<file path="config.mk">
export PLATFORM = sky130hd
export DESIGN_NAME = pipeline_hazard_controller
export DESIGN_NICKNAME = d
export VERILOG_FILES = /design/src/rtl/pipeline_hazard_controller_pkg.sv /design/src/rtl/pipeline_hazard_controller_load_use_detect.sv /design/src/rtl/pipeline_hazard_controller.sv
export SDC_FILE = /design/constraint.sdc
export NUM_CORES = 1
export LEC_CHECK = 0
export CAP_MARGIN = 20
export CORE_MARGIN = 2
export CORE_UTILIZATION = 47
export CTS_CLUSTER_DIAMETER = 40
export DETAILED_ROUTE_END_ITERATION = 12
export HOLD_SLACK_MARGIN = 0.02
export PLACE_DENSITY = 0.83
export SLEW_MARGIN = 20
export SYNTH_ARGS = -nofsm -noshare
export SYNTH_HDL_FRONTEND = slang
export SYNTH_HIERARCHICAL = 1
export SYNTH_SLANG_ARGS = --single-unit
</file>
<file path="constraint.sdc">
create_clock -name clk -period 3 [get_ports clk]
set_clock_uncertainty 0.15 [all_clocks]
set_input_delay 0.6 -clock clk [delete_from_list [all_inputs] [get_ports clk]]
set_output_delay 0.6 -clock clk [all_outputs]
set_load 0.01 [all_outputs]
</file>
<file path="src/rtl/pipeline_hazard_controller_pkg.sv">
// Shared types and constants for the pipeline hazard controller.
package pipeline_hazard_controller_pkg;

  // Memory port owner: idle, data access in flight, instruction fetch in flight
  typedef enum logic [1:0] {
    StIdle  = 2'b00,
    StBusyD = 2'b01,
    StBusyI = 2'b10
  } hc_state_e;

  // Address/data mux select for the unified memory port
  localparam logic MemSelInstr = 1'b0;
  localparam logic MemSelData  = 1'b1;

endpackage

</file>
<file path="src/rtl/pipeline_hazard_controller_load_use_detect.sv">
// Load-use hazard detection: a load in ID/EX whose rd feeds the instruction in ID.
module pipeline_hazard_controller_load_use_detect (
  input  logic [4:0] id_rs1,
  input  logic [4:0] id_rs2,
  input  logic [4:0] id_ex_rd,
  input  logic       id_ex_mem_read,
  output logic       load_use
);

  // x0 never carries a dependency, so rd==0 cannot cause a stall
  always_comb begin
    load_use = id_ex_mem_read && (id_ex_rd != 5'd0) &&
               ((id_ex_rd == id_rs1) || (id_ex_rd == id_rs2));
  end

endmodule

</file>
<file path="src/rtl/pipeline_hazard_controller.sv">
// Sequencing controller for a 5-stage pipeline sharing one single-ported memory
// between instruction fetch and load/store. Data accesses take priority; the
// pipeline advances only when the fetch access completes.
module pipeline_hazard_controller
  import pipeline_hazard_controller_pkg::*;
#(
  parameter int unsigned TIMEOUT = 255,
  parameter int unsigned CNT_W   = 8
) (
  input  logic       clk,
  input  logic       rst,
  input  logic [4:0] id_rs1,
  input  logic [4:0] id_rs2,
  input  logic [4:0] id_ex_rd,
  input  logic       id_ex_mem_read,
  input  logic       ex_branch_taken,
  input  logic       if_fetch_req,
  input  logic       mem_data_req,
  input  logic       mem_ready,
  output logic       mem_start,
  output logic       mem_sel,
  output logic       pc_write,
  output logic       if_id_write,
  output logic       id_ex_bubble,
  output logic       if_id_flush,
  output logic       id_ex_flush,
  output logic       freeze,
  output logic       timeout_err
);

  hc_state_e        state_q, state_d;
  logic             data_done_q, data_done_d;
  logic [CNT_W-1:0] wdog_q, wdog_d;
  logic             timeout_err_q, timeout_err_d;
  logic             start, sel, adv, load_use, wdog_expired;

  pipeline_hazard_controller_load_use_detect u_load_use_detect (
    .id_rs1         (id_rs1),
    .id_rs2         (id_rs2),
    .id_ex_rd       (id_ex_rd),
    .id_ex_mem_read (id_ex_mem_read),
    .load_use       (load_use)
  );

  // Completion in the same cycle beats the watchdog
  assign wdog_expired = (wdog_q == CNT_W'(TIMEOUT)) && !mem_ready;

  // Next-state, data_done, watchdog and memory-port decode
  always_comb begin
    state_d       = state_q;
    data_done_d   = data_done_q;
    wdog_d        = wdog_q;
    timeout_err_d = timeout_err_q;
    start         = 1'b0;
    sel           = MemSelInstr;
    adv           = 1'b0;
    unique case (state_q)
      StIdle: begin
        wdog_d = '0;
        // A data access already served for this instruction is not repeated
        if (mem_data_req && !data_done_q) begin
          start   = 1'b1;
          sel     = MemSelData;
          state_d = StBusyD;
        end else if (if_fetch_req) begin
          start   = 1'b1;
          state_d = StBusyI;
        end
      end
      StBusyD: begin
        sel = MemSelData;
        if (mem_ready) begin
          data_done_d = 1'b1;
          wdog_d      = '0;
          // Chain straight into the fetch to save the IDLE cycle
          if (if_fetch_req) begin
            start   = 1'b1;
            sel     = MemSelInstr;
            state_d = StBusyI;
          end else begin
            state_d = StIdle;
          end
        end else if (wdog_expired) begin
          timeout_err_d = 1'b1;
          state_d       = StIdle;
          wdog_d        = '0;
        end else begin
          wdog_d = wdog_q + 1'b1;
        end
      end
      StBusyI: begin
        if (mem_ready) begin
          adv         = 1'b1;
          data_done_d = 1'b0;
          wdog_d      = '0;
          state_d     = StIdle;
        end else if (wdog_expired) begin
          timeout_err_d = 1'b1;
          state_d       = StIdle;
          wdog_d        = '0;
        end else begin
          wdog_d = wdog_q + 1'b1;
        end
      end
      default: state_d = StIdle;
    endcase
  end

  // State, data_done, watchdog and sticky error registers
  always_ff @(posedge clk or posedge rst) begin
    if (rst) begin
      state_q       <= StIdle;
      data_done_q   <= 1'b0;
      wdog_q        <= '0;
      timeout_err_q <= 1'b0;
    end else begin
      state_q       <= state_d;
      data_done_q   <= data_done_d;
      wdog_q        <= wdog_d;
      timeout_err_q <= timeout_err_d;
    end
  end

  // Pipeline control decode; rst gates the IDLE launch so nothing starts in reset
  always_comb begin
    mem_start    = start && !rst;
    mem_sel      = sel && !rst;
    freeze       = !adv;
    pc_write     = adv && (ex_branch_taken || !load_use);
    if_id_write  = adv && (ex_branch_taken || !load_use);
    id_ex_bubble = adv && !ex_branch_taken && load_use;
    if_id_flush  = adv && ex_branch_taken;
    id_ex_flush  = adv && ex_branch_taken;
    timeout_err  = timeout_err_q;
  end

endmodule
</file>
# Yosys cells after proc, flatten, opt, wreduce, memory -nomap -nowiden
# Index checks and enable logic that the tools add are counted.
[classes]
eq_ne = 8
n_addsub = 1
muxes = 23
n_reduce_logical = 25
bitwise_logic = 1
[ops]
columns = ["operator", "n"]
rows = [
  ["2-to-1 mux 8 bit", 2],
  ["one-hot mux 8 bit (2 select lines)", 1],
  ["2-to-1 mux 2 bit", 6],
  ["== test 5 bit", 2],
  ["logical AND 1 bit", 10],
  ["2-to-1 mux 1 bit", 10],
  ["adder 8 x 1 -> 8 bit, second input constant", 1],
  ["== test 8 bit, second input constant", 1],
  ["zero test 1 bit", 6],
  ["one-hot mux 1 bit (2 select lines)", 3],
  ["one-hot mux 2 bit (3 select lines)", 1],
  ["AND reduction 3 bit", 2],
  ["nonzero test 5 bit", 1],
  ["inequality test 2 bit, second input constant", 2],
  ["nonzero test 2 bit", 2],
  ["inequality test 3 bit, second input constant", 1],
  ["== test 2 x 1 -> 1 bit, second input constant", 1],
  ["== test 2 bit, second input constant", 1],
  ["zero test 2 bit", 1],
  ["logical OR 1 bit", 2],
  ["OR reduction 2 bit", 1],
  ["inverter 1 bit", 1],
]
[word_totals]
word_cells = 62
register_bits = 12
output_inout_bits = 9

# Longest topological paths before layout
# Gate-level depths: netlist (run 1).
[logic_depth]
ltp_word = 6
depth_mapped = 6

# Hierarchy
# Netlist (run 1), hierarchy kept.
[modules_own_cells]
columns = ["module", "cells_each", "area_each_um2", "n_inst"]
rows = [
  ["pipeline_hazard_controller", 82, 764.5, 1],
  ["pipeline_hazard_controller_load_use_detect", 17, 125.1, 1],
]

# Least setup slack after synthesis (run 1)
# No wires, ideal clock.
[synth_timing]
path_type = "input-to-output"
start = "in id_ex_rd[1]"
end = "out pc_write"
slack_ns = 0.542
arrival_time_ns = 1.708
required_ns = 2.250
cell_stages = 5
n_path_buf = 1
cell_sequence = "or4_1 o21ai_1 a21oi_1 a21oi_1 buf_4"
[synth_via]
elab_chain_len = 6
word_cells_on_any_way = 9
classes_between = "eq/ne (2); reduce/logical (7)"
[synth_rtl]
columns = ["item", "line_no", "source"]
rows = [
  ["start: declaration", "pipeline_hazard_controller.sv:14", "input logic [4:0] id_ex_rd,"],
  ["== test 5 bit or nonzero test 5 bit (tied branches)", "pipeline_hazard_controller_load_use_detect.sv:13, pipeline_hazard_controller_load_use_detect.sv:12", ""],
  ["logical OR 1 bit or logical AND 1 bit (tied branches)", "pipeline_hazard_controller_load_use_detect.sv:13, pipeline_hazard_controller_load_use_detect.sv:12", ""],
  ["logical AND 1 bit (*)", "pipeline_hazard_controller_load_use_detect.sv:12", "load_use = id_ex_mem_read && (id_ex_rd != 5'd0) &&"],
  ["net load_use", "pipeline_hazard_controller.sv:35", "logic start, sel, adv, load_use, wdog_expired;"],
  ["zero test 1 bit (*)", "--", ""],
  ["logical OR 1 bit (*)", "--", ""],
  ["logical AND 1 bit (*)", "--", ""],
  ["end: declaration", "pipeline_hazard_controller.sv:22", "output logic pc_write,"],
]
# Mark *: on every way through the listed nets, which the timed path passes. The rest lies on a longest branch.

# Worst setup path in the final report (run 1)
[layout_timing]
start = "in id_ex_rd[2]"
end = "out id_ex_bubble"
[layout_via]
elab_chain_len = 4
word_cells_on_any_way = 7
classes_between = "eq/ne (2); reduce/logical (5)"
[layout_rtl]
columns = ["item", "line_no", "source"]
rows = [
  ["== test 5 bit or nonzero test 5 bit (tied branches)", "pipeline_hazard_controller_load_use_detect.sv:13, pipeline_hazard_controller_load_use_detect.sv:12", ""],
  ["logical OR 1 bit or logical AND 1 bit (tied branches)", "pipeline_hazard_controller_load_use_detect.sv:13, pipeline_hazard_controller_load_use_detect.sv:12", ""],
  ["logical AND 1 bit (*)", "pipeline_hazard_controller_load_use_detect.sv:12", ""],
  ["net load_use", "pipeline_hazard_controller.sv:35", ""],
  ["logical AND 1 bit (*)", "pipeline_hazard_controller.sv:131", "id_ex_bubble = adv && !ex_branch_taken && load_use;"],
  ["end: declaration", "pipeline_hazard_controller.sv:24", "output logic id_ex_bubble,"],
]
# Marked as above.

==> reports/metrics.yaml, run 1 <==
grt_pass1_vias: 834
nets: 160
synth_adder_area_share: 0.0703
final_common_cell: "clkdlybuf4s50_1"
final_cells: 157
area_delta_synth_final_pct: 41.6
p_leak_nw: 0.598
fin_crit_ps: 2940
tightestPinTransition_ps: 486
synth_top_family_by_area: "simple AND/OR/NAND/NOR gates"
synth_area_per_cell_um2: 8.99
wl_per_cell_um: 13.5
drt_iter0_drc: 18
hold_viol: 0
syn_nets: 126
grt_max_degree: 13
setup_viol: 0
portBuffers: 30
dp_worst_setup_slack_ps: -323
grt-ovfl-total: 0
initial_core_util: 0.510
placementRows: 15
path_cells: "clkdlybuf4s50_1 > or4_1 > o21ai_2 > a21oi_2 > nor3b_2 > clkdlybuf4s15_1"
cp_max_fo: 3
r2r-end: "wdog_q[4]$_DFFE_PP0P_"
synthMuxAreaShare: 0
ir_drop_uv: 437
max_freq_ghz: 0.340
ys_types: 30
drive_gt1_frac: 0.114
pwr-share-seq: 0.348
critPathMaxStageDelay_ps: 520
outcome: "finished, final reports clean"
swShare: 0.358
ys_warn_count: 6
hpwl_um: 1660
cp-endpoint: "id_ex_bubble"
grtUsageMet2: 0.392
ys_ff_latch: 12
min_path_type: "flip-flop to flip-flop"
drc: 0
synth-compound-area-share: 0.136
maxCapViolCount: 0
die_w_um: 47.5
power_density_mw_per_mm2: 496
antenna_found_initial: 0
cts_tree: "built"
synth-xor-area-share: 0.128
cp_slowest_cell: "or4_1"
use_met1: 0.247
r2r_cells: 5
rsz0062_at_grt: "no"
synth.yosys.seq_area_share: 0.338
cts.htree.levels: 1
grt_use_met3: 0.0830
worstSkewPairLatency_ps: 280
rrSetupSlack_ps: 1200
clockRootBuffer: "clkbuf_4"
worstPathRequired_ps: 2250
worst_slack_ps: 60.4
clkSinkCount: 12
core_mm2: 0.00175
start_kind: "input pin"
syn_inst: 99
pwr-share-comb: 0.439
final.fill_count: 143
clockBufferDepth: 2
clockPowerShare: 0.213
place_inst: 153
drv_slew: 0
fp.dieH_um: 47.5
syn_area_um2: 890
crit_path_start: "id_ex_rd[2]"
cts_buffers: 3
first_pass_iters: 4
slew_headroom: 0.675
clkSlewWorstSetupHoldPaths_ps: 80
post_cts_buffers: 0
fin_crit_sh: 0.980
gp_congestion: 0.830
p_int_mw: 0.401
totalWireLength_um: 2120
antenna_cells: 0
crit_type: "input pin to primary output"
final_antenna_net_count: 0
dieArea_mm2: 0.00226
r2r-start: "state_q[0]$_DFFE_PP0P_"
layout_common_cells: "clkdlybuf4s50_1 (25), dfrtp_1 (12), xor2_1 (9)"
top_usage_layer: "met2"
num_vias: 848
synthSimpleGateAreaFrac: 0.288
grt_pass1_wl_um: 3440
arrival_ps: 2190
track_usage: 0.219
viasPerCell: 5.40
power_switching_mw: 0.224
io-pin-count: 31
end_kind: "primary output"
power groups by stage:
stage                     clock network (mW)  registers (mW)  logic (mW)
after floorplan                            0           0.212       0.175
after global placement                     0           0.218       0.267
after detailed placement                   0           0.220       0.272
after CTS                              0.133           0.217       0.276
after global routing                   0.141           0.221       0.302
final                                  0.133           0.218       0.274
per-layer routing:
| metal | wire (um) | share of wire |
|---|---|---|
| met1 | 866 | 0.41 |
| met2 | 1130 | 0.53 |
| met3 | 89 | 0.042 |
| met4 | 29 | 0.014 |
| met5 | 0 | 0 |
worst min path at each step:
stage | from | endpoint | slack (ps) | cells after the start
global placement | timeout_err$_DFFE_PP0P_ | timeout_err$_DFFE_PP0P_ | 290 | 1
global route | timeout_err$_DFFE_PP0P_ | timeout_err$_DFFE_PP0P_ | 330 | 1
detailed placement | timeout_err$_DFFE_PP0P_ | timeout_err$_DFFE_PP0P_ | 300 | 1
CTS | timeout_err$_DFFE_PP0P_ | timeout_err$_DFFE_PP0P_ | 310 | 1
floorplan | rst | data_done_q$_DFFE_PP0P_ | 310 | 1
finish | timeout_err$_DFFE_PP0P_ | timeout_err$_DFFE_PP0P_ | 310 | 1
flip-flops by register name (all words and copies together), names as in the netlist:
register	count
wdog_q	8
data_done_q	1
timeout_err	1
state_q	2
cell families after synthesis:
logic type	count (synthesis)
buf+inv	7
compound gates	21
simple gates	41
fa+ha+maj	5
xor+xnor	13
flops	12
per-stage QoR:
step,TNS (ps),utilization,instance area (um2),power (mW),hold WS (ps)
after floorplan,0,-,890,0.387,315
after global placement,-628,0.697,1220,0.485,289
after detailed placement,-872,0.697,1220,0.492,297
after CTS,0,0.718,1250,0.626,315
after global routing,0,0.722,1260,0.664,332
final,0,0.722,1260,0.625,312
cell type report:
type                    instances  area, um2  share of cell area
inverters                       4       15.0              0.0119
flip-flops and latches         12        300               0.238
multi-input cells              80        567               0.450
clock buffers                   4       36.3              0.0288
well taps                      25       31.3              0.0248
repair buffers                 32        310               0.246
worst max-delay path: cells and delay by family:
family,cells,cell delay [ps]
buffers and inverters,2,700
and+or+nand+nor,2,670
AOI/OAI and AO/OA,2,210
synth_stat cells:
master,number,share of area
nand2_1,8,0.034
buf_4,2,0.017
nand2b_1,1,0.0070
nand4_1,2,0.014
nor3_1,2,0.011
nand3_1,5,0.028
nor3b_1,2,0.017
o21a_1,1,0.0084
xor2_1,9,0.089
ha_1,5,0.070
or4_1,1,0.0084
a21oi_1,7,0.039
o21ai_1,1,0.0056
dfrtp_1,12,0.34
o22ai_1,1,0.0070
o211ai_1,1,0.0084
nor2_1,6,0.025
or2_2,2,0.014
buf_2,1,0.0056
nand4b_4,2,0.053
o2111ai_1,2,0.020
o21ai_0,7,0.039
a21o_1,1,0.0084
nand3b_1,2,0.017
inv_1,4,0.017
and2_1,1,0.0070
nand4b_1,1,0.0098
or3_1,3,0.021
xnor2_1,4,0.039
nor2b_1,3,0.021
repair_timing:
action | 4_1_cts | 5_1_grt
endpoints found under the setup margin | 3 | 3
hold buffers | 0 | 0
gates resized for setup | 4 | 9
No activity file was read; power rests on OpenSTA's default activity.
==> run 2, diff against run 1 <==
Settings changed: CORE_ASPECT_RATIO set to 0.9.
==> reports/metrics.yaml, run 2 (same netlist as run 1, synthesis figures left out) <==
initial_core_util: 0.513
gp_congestion: 0.817
drt_iter0_drc: 19
top_register: "wdog_q"
pwr-share-comb: 0.439
tightestPinTransition_ps: 489
portBuffers: 30
fp.dieH_um: 45.3
critPathMaxStageDelay_ps: 530
clkSlewWorstSetupHoldPaths_ps: 80
grt_max_degree: 13
rsz0062_at_grt: "no"
p_int_mw: 0.401
grt-ovfl-total: 0
cts.htree.levels: 1
viasPerCell: 5.52
first_pass_iters: 4
maxCapViolCount: 0
fin_hold_ws_ps: 318
cts_tree: "built"
fin_crit_ps: 2870
critPathBufInv: 2
worst_slack_ps: 133
cts_buffers: 3
drv_slew: 0
dieArea_mm2: 0.00226
clkSinkCount: 12
nets: 161
worstSkewPairLatency_ps: 280
slew_headroom: 0.674
power_switching_mw: 0.219
cpMostUsedCell: "a21oi_2"
die_w_um: 49.9
hpwl_um: 1740
clockPowerShare: 0.211
min_path_type: "flip-flop to flip-flop"
wl_per_cell_um: 13.5
path_cells: "clkdlybuf4s50_1 > or4_1 > o21ai_1 > a21oi_2 > a21oi_2 > buf_2"
track_usage: 0.223
grt_pass1_wl_um: 3690
power_density_mw_per_mm2: 495
top_regs: "wdog_q: 8 flops, state_q: 2 flops"
cp_slowest_cell: "or4_1"
max_freq_ghz: 0.349
clockBufferDepth: 2
drive_gt1_frac: 0.120
p_leak_nw: 0.584
num_vias: 866
clockRootBuffer: "clkbuf_4"
antenna_found_initial: 0
final.fill_count: 124
area_delta_synth_final_pct: 40.6
placementRows: 14
fin_util: 0.722
largest_reg_flops: 8
hold_viol: 0
ir_drop_uv: 266
end_kind: "primary output"
arrival_ps: 2120
dp_worst_setup_slack_ps: -329
layout_common_cells: "clkdlybuf4s50_1 (27), dfrtp_1 (12), xor2_1 (9)"
cp_max_fo: 3
final_common_cell: "clkdlybuf4s50_1"
crit_type: "input pin to primary output"
io-pin-count: 31
ctsHoldBuffers: 0
fin_crit_sh: 0.956
setup_viol: 0
cp_top_family: "buffers and inverters"
final_antenna_net_count: 0
grt_pass1_vias: 917
start_kind: "input pin"
drc: 0
totalWireLength_um: 2120
core_mm2: 0.00173
pwr-share-seq: 0.350
outcome: "finished, final reports clean"
antenna_cells: 0
p_total_mw: 0.620
swShare: 0.353
worstPathRequired_ps: 2250
[run 2: changes by cell type in the layout (fill, tap and decap cells not counted), sizes merged]
cell / change
buf: +3
clkdlybuf4s50: +2
dlymetal6s2s: -2
clkbuf: -1
clkdlybuf4s15: -1
[run 2: timing repair]
action / in CTS / in global routing
buffers inserted: 0 / 0
setup endpoints to repair: 3 / 2
gates resized for setup: 9 / 5
[run 2: worst register-to-register path: cells and delay by family (launching register included)]
family | cells | cell delay [ps]
and+or+nand+nor | 2 | 370
DFF | 1 | 440
adders and majority gates | 1 | 360
AOI/OAI and AO/OA | 1 | 400
[run 2: final timing paths]
kind	start	end	slack [ps]	depth (start not counted)
worst min-delay path	timeout_err$_DFFE_PP0P_	timeout_err$_DFFE_PP0P_	320	1
worst min register to register	timeout_err$_DFFE_PP0P_	timeout_err$_DFFE_PP0P_	320	1
worst max register to register	state_q[0]$_DFFE_PP0P_	wdog_q[3]$_DFFE_PP0P_	1160	4
min in group asynchronous	rst	wdog_q[3]$_DFFE_PP0P_	550	2
max in group asynchronous	rst	state_q[0]$_DFFE_PP0P_	1820	2
worst max-delay path	id_ex_rd[4]	if_id_write	130	6
[run 2: cell type report]
cell class | instances | area [um2] | area share
sequential | 12 | 300 | 0.240
tap | 24 | 30.0 | 0.0240
inverter | 4 | 15.0 | 0.0120
clock buffer | 4 | 36.3 | 0.0290
timing repair buffer | 33 | 308 | 0.246
multi-input combinational | 80 | 562 | 0.449
[run 2: power by group through the flow]
stage                     sequential (mW)  combinational [mW]  clock (mW)
final                               0.217               0.272       0.131
after global routing                0.223               0.301       0.144
after global placement              0.218               0.267           0
after detailed placement            0.221               0.273           0
after CTS                           0.217               0.270       0.135
after floorplan                     0.212               0.175           0
[run 2: through the flow]
step | TNS (ps) | cell area, um2 | instances
floorplan | 0 | 890 | 99
global placement | -615 | 1220 | 153
detailed placement | -898 | 1220 | 153
CTS | 0 | 1250 | 157
global route | 0 | 1250 | 157
finish | 0 | 1250 | 157
[run 2: layer usage]
layer	share of wire	GRT usage	routed length (um)
met1	0.38	0.217	798
met2	0.56	0.435	1190
met3	0.035	0.0497	75
met4	0.027	0.139	58
met5	0	0	0
==> run 3, diff against run 2 <==
Settings changed: CORE_MARGIN 2 to not set.
==> reports/metrics.yaml, run 3 (same netlist as run 1, synthesis figures left out) <==
track_usage: 0.243
power_density_mw_per_mm2: 471
dieArea_mm2: 0.00207
clkSlewWorstSetupHoldPaths_ps: 60
maxUsedRoutingLayer: "met4"
r2r_cells: 4
wl_met3_um: 94
worstSkewPairLatency_ps: 270
power_switching_mw: 0.215
clkSinkCount: 12
min_path_type: "flip-flop to flip-flop"
drc: 0
hold-path-cell-count: 1
totalWireLength_um: 2150
clockBufferDepth: 2
p_total_mw: 0.587
drive_gt1_frac: 0.107
nets: 160
cp_max_fo: 2
start_kind: "input pin"
antenna_cells: 0
grt_max_degree: 13
clockRootBuffer: "clkbuf_4"
top_register: "wdog_q"
dr_wl_met2_um: 1150
cts_tree: "built"
crit_type: "input pin to primary output"
drv_slew: 0
pwr-share-seq: 0.370
top_regs: "wdog_q: 8 flops, state_q: 2 flops"
largest_reg_flops: 8
area_delta_synth_final_pct: 40.1
gp_congestion: 0.822
cts_buffers: 3
antenna_found_initial: 0
outcome: "finished, final reports clean"
grt_pass1_vias: 825
die_w_um: 47.9
fin_util: 0.726
post_cts_buffers: 0
tightestPinTransition_ps: 536
cp_top_family: "buffers and inverters"
cts.htree.levels: 1
arrival_ps: 2190
viasPerCell: 5.57
wl_per_cell_um: 13.8
hpwl_um: 1750
maxCapViolCount: 0
fin_crit_ps: 2940
dp_worst_setup_slack_ps: -271
critPathMaxStageDelay_ps: 540
worst_slack_ps: 61.6
drt_iter0_drc: 19
fp.dieH_um: 43.3
path_cells: "clkdlybuf4s50_1 > or4_1 > o21ai_2 > a21oi_2 > nor3b_2 > dlygate4sd2_1"
num_vias: 863
cp_slowest_cell: "or4_1"
end_kind: "primary output"
max_freq_ghz: 0.340
critPathBufInv: 2
drt-met1-wl_um: 857
core_mm2: 0.00172
layout_common_cells: "clkdlybuf4s50_1 (24), dfrtp_1 (12), xor2_1 (9)"
ir_drop_uv: 313
portBuffers: 30
setup_viol: 0
io-pin-count: 31
p_leak_nw: 0.604
final_antenna_net_count: 0
final_common_cell: "clkdlybuf4s50_1"
worstSetupPathDepth: 6
swShare: 0.367
pwr-share-comb: 0.466
hold_viol: 0
slew_headroom: 0.642
fin_crit_sh: 0.979
first_pass_iters: 4
ctsHoldBuffers: 0
grt_pass1_wl_um: 3500
clockPowerShare: 0.164
worstPathRequired_ps: 2250
initial_core_util: 0.518
placementRows: 14
p_int_mw: 0.371
grt-ovfl-total: 0
-- run 3: cell types whose count changed in the layout (fill, tap and decap cells not counted) --
cell             previous run  this run
dlymetal6s2s_1              0         3
dlygate4sd2_1               0         1
clkbuf_2                    1         2
o21ai_1                     1         0
clkdlybuf4s50_1            27        24
buf_2                       2         0
clkbuf_8                    1         0
nor3b_1                     2         1
o21ai_2                     0         1
nor3b_2                     0         1
buf_4                       3         2
a21oi_1                     5         6
a21oi_2                     2         1
-- run 3: path summary, 6_finish.rpt --
check	start	end	slack, ps
max	id_ex_rd[1]	id_ex_bubble	60
min	timeout_err$_DFFE_PP0P_	timeout_err$_DFFE_PP0P_	300
max reg2reg	state_q[0]$_DFFE_PP0P_	wdog_q[0]$_DFFE_PP0P_	1140
min reg2reg	timeout_err$_DFFE_PP0P_	timeout_err$_DFFE_PP0P_	300
max in group asynchronous	rst	wdog_q[4]$_DFFE_PP0P_	1830
min in group asynchronous	rst	data_done_q$_DFFE_PP0P_	560
-- run 3: metrics by stage --
stage                     instance area [um2]  setup TNS, ps  std cells  hold slack [ps]
final                                    1250              0        155              305
after global routing                     1250          -5.19        155              317
after CTS                                1230              0        155              309
after global placement                   1210           -615        152              294
after detailed placement                 1210           -801        152              294
after floorplan                           890              0         99              315
-- run 3: timing repair --
item	in CTS	in global routing
hold endpoints to repair	0	0
endpoints found under the setup margin	3	3
pin swaps	0	1
resized for setup	3	10
-- run 3: final cells by class --
type | instances | area, um2
Clock buffer | 3 | 22.5
Sequential cell | 12 | 300
Tap cell | 24 | 30.0
Multi-Input combinational cell | 80 | 567
Timing Repair Buffer | 32 | 312
Fill cell | 144 | 470
Inverter | 4 | 15.0
-- run 3: worst register-to-register path: cells and delay by family (launching register included) --
family / cells / cell delay, ps
simple gates: 2 / 350
fa+ha+maj: 1 / 350
flops: 1 / 440
compound gates: 1 / 440
-- run 3: power groups by stage --
stage | Sequential [mW] | Combinational [mW] | Clock (mW)
final | 0.217 | 0.273 | 0.0962
after detailed placement | 0.220 | 0.276 | 0
after global routing | 0.221 | 0.299 | 0.102
after floorplan | 0.212 | 0.175 | 0
after global placement | 0.218 | 0.266 | 0
after CTS | 0.217 | 0.273 | 0.0991
-- run 3: metal layers --
layer  vias to the layer above  GRT usage
met3                         7     0.0553
met1                       406      0.274
li1                        414          -
met5                         -          0
met2                        36      0.416
met4                         0      0.106
